==> src/rtl/legv8_control_unit.sv <==
// Multi-cycle LEGv8 controller: owns the PC, fetches over req/ack, issues one control word per cycle.
// Optional build macro CU_ILLEGAL_TRAP_EN: unrecognised opcodes halt the core instead of acting as NOPs.
module legv8_control_unit #(
    parameter int unsigned        ADDR_W   = 32,
    parameter logic [ADDR_W-1:0]  RESET_PC = '0
) (
    input  logic              clock,
    input  logic              reset,
    output logic              instr_req,
    output logic [ADDR_W-1:0] instr_addr,
    input  logic              instr_ack,
    input  logic [31:0]       instr,
    input  logic [3:0]        status,
    output logic [4:0]        SA,
    output logic [4:0]        SB,
    output logic [4:0]        DA,
    output logic [63:0]       k,
    output logic [4:0]        FS,
    output logic              C0,
    output logic              B_Sel,
    output logic              EN_ALU,
    output logic              EN_B,
    output logic              EN_ADDR_ALU,
    output logic              ram_cs,
    output logic              ram_write_en,
    output logic              ram_read_en,
    output logic              w_reg,
    output logic              instr_done,
    output logic              illegal_op
);

    typedef enum logic [2:0] {StFetch, StDecode, StExec, StMemRd, StHalt} state_e;
    typedef enum logic [3:0] {
        OpAdd, OpSub, OpAnd, OpOrr, OpAddi, OpSubi, OpLdur, OpStur, OpB, OpCbz, OpNone
    } op_e;

    localparam logic [4:0] FsAnd = 5'b00000;
    localparam logic [4:0] FsOrr = 5'b00100;
    localparam logic [4:0] FsAdd = 5'b01000;
    localparam logic [4:0] FsSub = 5'b01001;

    state_e              state_q, state_d;
    op_e                 op_q, op_dec;
    logic [31:0]         ir_q;
    logic [ADDR_W-1:0]   pc_q, pc_d, pc_plus4, b_off, cbz_off;
    logic [4:0]          rd, rn, rm;
    logic [63:0]         imm12, imm9;
    logic                unused_status;

    assign rd       = ir_q[4:0];
    assign rn       = ir_q[9:5];
    assign rm       = ir_q[20:16];
    assign imm12    = {52'd0, ir_q[21:10]};
    assign imm9     = {{55{ir_q[20]}}, ir_q[20:12]};
    assign pc_plus4 = pc_q + ADDR_W'(4);
    assign b_off    = {{(ADDR_W-28){ir_q[25]}}, ir_q[25:0], 2'b00};
    assign cbz_off  = {{(ADDR_W-21){ir_q[23]}}, ir_q[23:5], 2'b00};
    // Only the zero flag matters to this subset.
    assign unused_status = ^status[3:1];

    always_comb begin
        op_dec = OpNone;
        if      (ir_q[31:21] == 11'b10001011000) op_dec = OpAdd;
        else if (ir_q[31:21] == 11'b11001011000) op_dec = OpSub;
        else if (ir_q[31:21] == 11'b10001010000) op_dec = OpAnd;
        else if (ir_q[31:21] == 11'b10101010000) op_dec = OpOrr;
        else if (ir_q[31:22] == 10'b1001000100)  op_dec = OpAddi;
        else if (ir_q[31:22] == 10'b1101000100)  op_dec = OpSubi;
        else if (ir_q[31:21] == 11'b11111000010) op_dec = OpLdur;
        else if (ir_q[31:21] == 11'b11111000000) op_dec = OpStur;
        else if (ir_q[31:26] == 6'b000101)       op_dec = OpB;
        else if (ir_q[31:24] == 8'b10110100)     op_dec = OpCbz;
    end

    always_ff @(posedge clock) begin
        if (reset) begin
            state_q <= StFetch;
            pc_q    <= RESET_PC;
            ir_q    <= '0;
            op_q    <= OpNone;
        end else begin
            state_q <= state_d;
            pc_q    <= pc_d;
            if (state_q == StFetch && instr_ack) ir_q <= instr;
            if (state_q == StDecode) op_q <= op_dec;
        end
    end

    always_comb begin
        state_d = state_q;
        pc_d    = pc_q;
        unique case (state_q)
            StFetch:  if (instr_ack) state_d = StDecode;
            StDecode: state_d = StExec;
            StExec: begin
                state_d = StFetch;
                pc_d    = pc_plus4;
                case (op_q)
                    OpLdur: begin
                        state_d = StMemRd;
                        pc_d    = pc_q;
                    end
                    OpB:   pc_d = pc_q + b_off;
                    OpCbz: if (status[0]) pc_d = pc_q + cbz_off;
`ifdef CU_ILLEGAL_TRAP_EN
                    OpNone: begin
                        state_d = StHalt;
                        pc_d    = pc_q;
                    end
`endif
                    default: ;
                endcase
            end
            StMemRd: begin
                state_d = StFetch;
                pc_d    = pc_plus4;
            end
            StHalt:  ;
            default: state_d = StFetch;
        endcase
    end

    // Outputs are forced low while reset is high so an aborted instruction never writes.
    always_comb begin
        instr_req    = 1'b0;
        instr_addr   = '0;
        SA           = '0;
        SB           = '0;
        DA           = '0;
        k            = '0;
        FS           = '0;
        C0           = 1'b0;
        B_Sel        = 1'b0;
        EN_ALU       = 1'b0;
        EN_B         = 1'b0;
        EN_ADDR_ALU  = 1'b0;
        ram_cs       = 1'b0;
        ram_write_en = 1'b0;
        ram_read_en  = 1'b0;
        w_reg        = 1'b0;
        instr_done   = 1'b0;
        illegal_op   = 1'b0;
        if (!reset) begin
            instr_addr = pc_q;
            unique case (state_q)
                StFetch: instr_req = 1'b1;
                StExec: begin
                    case (op_q)
                        OpAdd, OpSub, OpAnd, OpOrr, OpAddi, OpSubi: begin
                            SA         = rn;
                            DA         = rd;
                            EN_ALU     = 1'b1;
                            w_reg      = 1'b1;
                            instr_done = 1'b1;
                            C0         = (op_q == OpSub) || (op_q == OpSubi);
                            if (op_q == OpAddi || op_q == OpSubi) begin
                                B_Sel = 1'b1;
                                k     = imm12;
                            end else begin
                                SB = rm;
                            end
                            if      (op_q == OpAnd) FS = FsAnd;
                            else if (op_q == OpOrr) FS = FsOrr;
                            else if (C0)            FS = FsSub;
                            else                    FS = FsAdd;
                        end
                        OpLdur: begin
                            SA          = rn;
                            k           = imm9;
                            B_Sel       = 1'b1;
                            FS          = FsAdd;
                            EN_ADDR_ALU = 1'b1;
                            ram_cs      = 1'b1;
                            ram_read_en = 1'b1;
                        end
                        OpStur: begin
                            SA           = rn;
                            SB           = rd;
                            k            = imm9;
                            B_Sel        = 1'b1;
                            FS           = FsAdd;
                            EN_ADDR_ALU  = 1'b1;
                            EN_B         = 1'b1;
                            ram_cs       = 1'b1;
                            ram_write_en = 1'b1;
                            instr_done   = 1'b1;
                        end
                        OpB: instr_done = 1'b1;
                        OpCbz: begin
                            SA         = rd;
                            FS         = FsAdd;
                            B_Sel      = 1'b1;
                            instr_done = 1'b1;
                        end
                        default: begin
`ifndef CU_ILLEGAL_TRAP_EN
                            instr_done = 1'b1;
`endif
                        end
                    endcase
                end
                StMemRd: begin
                    SA          = rn;
                    DA          = rd;
                    k           = imm9;
                    B_Sel       = 1'b1;
                    FS          = FsAdd;
                    EN_ADDR_ALU = 1'b1;
                    ram_cs      = 1'b1;
                    ram_read_en = 1'b1;
                    w_reg       = 1'b1;
                    instr_done  = 1'b1;
                end
                StHalt: begin
                    instr_addr = '0;
`ifdef CU_ILLEGAL_TRAP_EN
                    illegal_op = 1'b1;
`endif
                end
                default: ;
            endcase
        end
    end

endmodule

==> config.mk <==
export PLATFORM = sky130hd
export DESIGN_NAME = legv8_control_unit
export DESIGN_NICKNAME = d
export VERILOG_FILES = /design/src/rtl/legv8_control_unit.sv
export SDC_FILE = /design/constraint.sdc
export NUM_CORES = 1
export LEC_CHECK = 0
export ABC_AREA = 0
export CORE_MARGIN = 4
export CORE_UTILIZATION = 57
export DETAILED_ROUTE_END_ITERATION = 10
export GPL_ROUTABILITY_DRIVEN = 0
export HOLD_SLACK_MARGIN = 0.05
export PLACE_DENSITY = 0.95
export SLEW_MARGIN = 5
export SYNTH_ARGS = -nofsm -noshare
export SYNTH_HDL_FRONTEND = slang
export SYNTH_SLANG_ARGS = --single-unit
==> constraint.sdc <==
create_clock -name clock -period 9.31 [get_ports clock]
set_input_delay 1.862 -clock clock [delete_from_list [all_inputs] [get_ports clock]]
set_output_delay 1.862 -clock clock [all_outputs]
set_load 0.03 [all_outputs]
* Word level (Yosys, flattened, before mapping)
Cells that the tools add are included.
** Storage, ports and cells
- Flip-flop bits (word level) :: 71
- Input port bits :: 39
- Word-level logic and storage cells :: 109
** Cells by class
- $add $sub $neg :: 3
- Equality and inequality tests :: 25
- Multiplexer cells :: 64
- Bitwise operators :: 1
- Reductions and logical operators :: 12
** Operators by type and width (number)
- $pmux 64 s2 :: 2
- $mux 32 :: 3
- $pmux 32 s3 :: 1
- $eq 11x11->1 const B :: 6
- $add 32x32->32 :: 2
- $mux 64 :: 1
- $pmux 32 s2 :: 1
- $mux 4 :: 11
- $pmux 5 s2 :: 4
- $add 32x3->32 const B :: 1
- $mux 5 :: 6
- $mux 1 :: 21
- $eq 10x10->1 const B :: 2
- $eq 4x3->1 const B :: 4
- $pmux 4 s2 :: 2
- $mux 12 :: 1
- $pmux 1 s2 :: 6
- $pmux 3 s4 :: 1
- $eq 4x2->1 const B :: 2
- $eq 4x4->1 const B :: 2
- $eq 8x8->1 const B :: 1
- $reduce_or 8->1 :: 1
- $eq 3x2->1 const B :: 2
- $eq 6x3->1 const B :: 1
- 16 further kinds :: 21

* Logic depth before layout (Yosys ltp)
- Depth in word-level cells :: 11
- Gate-level depth with buffers :: 12
- Mapped depth without buffers :: 12

* Worst setup path after synthesis
OpenSTA, ideal clock, no wires.
- Kind :: input to output
- Start :: input port reset
- End :: output port k[13]
- Arrival :: 4300 ps
- Setup slack :: 3148 ps
- Cell stages on the path :: 6
- Path buffers :: 1
- Cells stage by stage :: inv_1 -> nand2_1 -> nor2_1 -> nand2_1 -> inv_1 -> buf_4
** Between the ends
- Cells in the longest elaborated chain, start to end :: 1
** Ends and longest elaborated chain
- from (decl) :: line 8 : input logic reset,
- $mux 64 :: line 143 : if (!reset) begin
- to (decl) :: line 17 : output logic [63:0] k,
No other way between the ends.

* Final worst setup path
- Start :: input port reset
- End :: output port k[37]
Same word-level chain as after synthesis.

==> metrics.yaml <==
status: "completed"
post-route-util_pct: 69.9
arrival_ps: 5340
slew_violations: 0
tritoncts: "yes"
clock_sinks: 68
hold_path_class: "flop to flop"
max-cap-violations: 0
path_clk_slew_ps: 60
synth_ff_type: "dfxtp_1"
h-tree-depth: 3
synth_edf_count: 0
io_pins: 167
final_cell_mix: "clkdlybuf4s50_1 (157), nand2_1 (137), a21oi_1 (91), nor2_1 (87), dfxtp_1 (68)"
numPortBuffers: 158
power_per_cell_area_nw_per_um2: 105
dieWidth_microns: 125
yosysTopAreaCell: "dfxtp_1"
post_cts_resized: 0
ys.warnings.count: 0
clock_latency_ps: 350
setup_viol: 0
avgSynthCellArea_sq_um: 7.30
synth-seq-area-share_pct: 17.5
synth_cell_type_count: 85
start_kind: "input pin"
cts_hold_buf: 0
critPathRequiredTime_ps: 7450
antenna_found_initial: 0
wirelength_microns: 26800
leakage_nw: 3.84
numCtsBuffers: 9
coreArea_sq_um: 13300
grt_pass1_vias: 8186
worstSetupEndpoint: "k[37]"
drc: 0
ir_worst_vdd_uv: 101
grt_usage_pct: 32.3
antenna_left: 0
end_kind: "output pin"
num_rows: 42
maxSlewHeadroom_pct: 15.4
ys_ff_latch: 68
pre_cts_slack_ps: 2170
layout_setup_ws_ps: 2100
r2r_end: "pc_q[28]"
r2r_cells: 12
critPathMaxFanout: 52
r2r_start: "pc_q[2]"
skew_ps: 7.67
fin_setup_tns_ps: 0
drtIter0Drc: 1237
syn_inst: 1068
worstMarginPinSlew_ps: 1270
overflow: 0
finalInstanceArea_sq_um: 9290
crit_type: "input pin to output pin"
final_common_cell: "clkdlybuf4s50_1"
diodes: 0
fin_crit_ps: 7210
crit_start: "reset"
grt_pass1_wl_microns: 42100
clk_path_buf_depth: 2
netlist_area_sq_um: 7800
start_util_pct: 58.6
grt_max_degree: 75
period_share_pct: 77.4
async_flop_share_pct: 0
clock-root-buffer: "clkbuf_16"
via_per_inst: 6.72
drive_gt1_share_pct: 4.12
holdWs_ps: 502
synthToLayoutAreaGrowth_pct: 19.2
nets: 1235
whs_path_depth: 2
synth.area.top_cells: "dfxtp_1 (17%), ha_1 (9.3%), nand2_1 (6.6%)"
hpwl_microns: 19100
hold_viol: 0
die-area_sq_um: 15600
dr.pass1.iters: 6
vias: 8845
die-height_microns: 125
rsz0062_at_grt: "no"
dpl_cell_area_sq_um: 8950
wl_per_cell_microns: 20.3
rrSetupSlack_ps: 6000
synth_top_area_share_pct: 17.5
cts_setup_buffers: 0
fmax_ghz: 0.139
==> where the power goes <==
group / switching (mW) / internal [mW] / total [mW]
sequential: 0.0353 / 0.307 / 0.342
clock: 0.146 / 0.261 / 0.407
combinational: 0.143 / 0.0878 / 0.231
==> cell families after synthesis <==
family,Yosys count,synth area share [%]
and+or+nand+nor,408,25.5
muxes,5,0.642
xor gates and xnor gates,64,7.19
DFF,68,17.5
buffers and inverters,132,10.0
AOI/OAI and AO/OA,330,29.3
adders and majority gates,60,9.82
other,1,0.0481
==> critical path, stage by stage <==
cell and delay (ps):
buf_2 110, inv_1 190, nand2_1 360, nor2_1 660, nand2_1 360, inv_1 930, clkdlybuf4s50_1 850
==> cell usage after synthesis, types with 14 or more instances <==
| library cell | count |
|---|---|
| nand2_1 | 137 |
| a21oi_1 | 91 |
| nor2_1 | 87 |
| dfxtp_1 | 68 |
| buf_4 | 60 |
| ha_1 | 58 |
| o21ai_0 | 48 |
| nor2b_1 | 39 |
| xor2_1 | 39 |
| nand3_1 | 37 |
| clkbuf_1 | 34 |
| a21o_1 | 27 |
| xnor2_1 | 25 |
| inv_1 | 21 |
| nor3_1 | 21 |
| a221oi_1 | 16 |
| nand4_1 | 16 |
| o22ai_1 | 15 |
| and3_1 | 14 |
==> state kept, by name, summed over array words and instances (netlist names) <==
| register | cells |
|---|---|
| ir_q | 32 |
| pc_q | 30 |
| op_q | 4 |
| state_q | 2 |
==> per-layer routing <==
layer | global-route usage [%] | vias to the layer above | share of wire, %
met2 | 50.9 | 784 | 43
met4 | 13.6 | 0 | 4.5
met1 | 41.1 | 3966 | 37
li1 | - | 3960 | -
met3 | 9.68 | 135 | 15
met5 | 0 | - | 0
==> how the worst min path moves through the flow <==
| stage | start | to | slack [ps] |
|---|---|---|---|
| floorplan | ir_q[28] | ir_q[28] | 450 |
| global placement | ir_q[26] | ir_q[26] | 470 |
| detailed placement | ir_q[26] | ir_q[26] | 490 |
| CTS | ir_q[26] | ir_q[26] | 500 |
| global route | ir_q[26] | ir_q[26] | 530 |
| finish | ir_q[26] | ir_q[26] | 500 |
==> area by class of cell <==
cell class	instances	area, sq um
multi-input combinational	872	5670
fill	972	4000
timing repair buffer	164	1620
sequential	68	1360
clock buffer	9	225
tap	176	220
clock inverter	6	114
inverter	21	78.8
==> stage by stage <==
stage	std cells	power, mW
floorplan	1072	0.498
global placement	1301	0.559
detailed placement	1301	0.566
CTS	1316	0.963
global route	1316	1.00
finish	1316	0.980
Note: power is estimated with default switching activity, not from simulation.
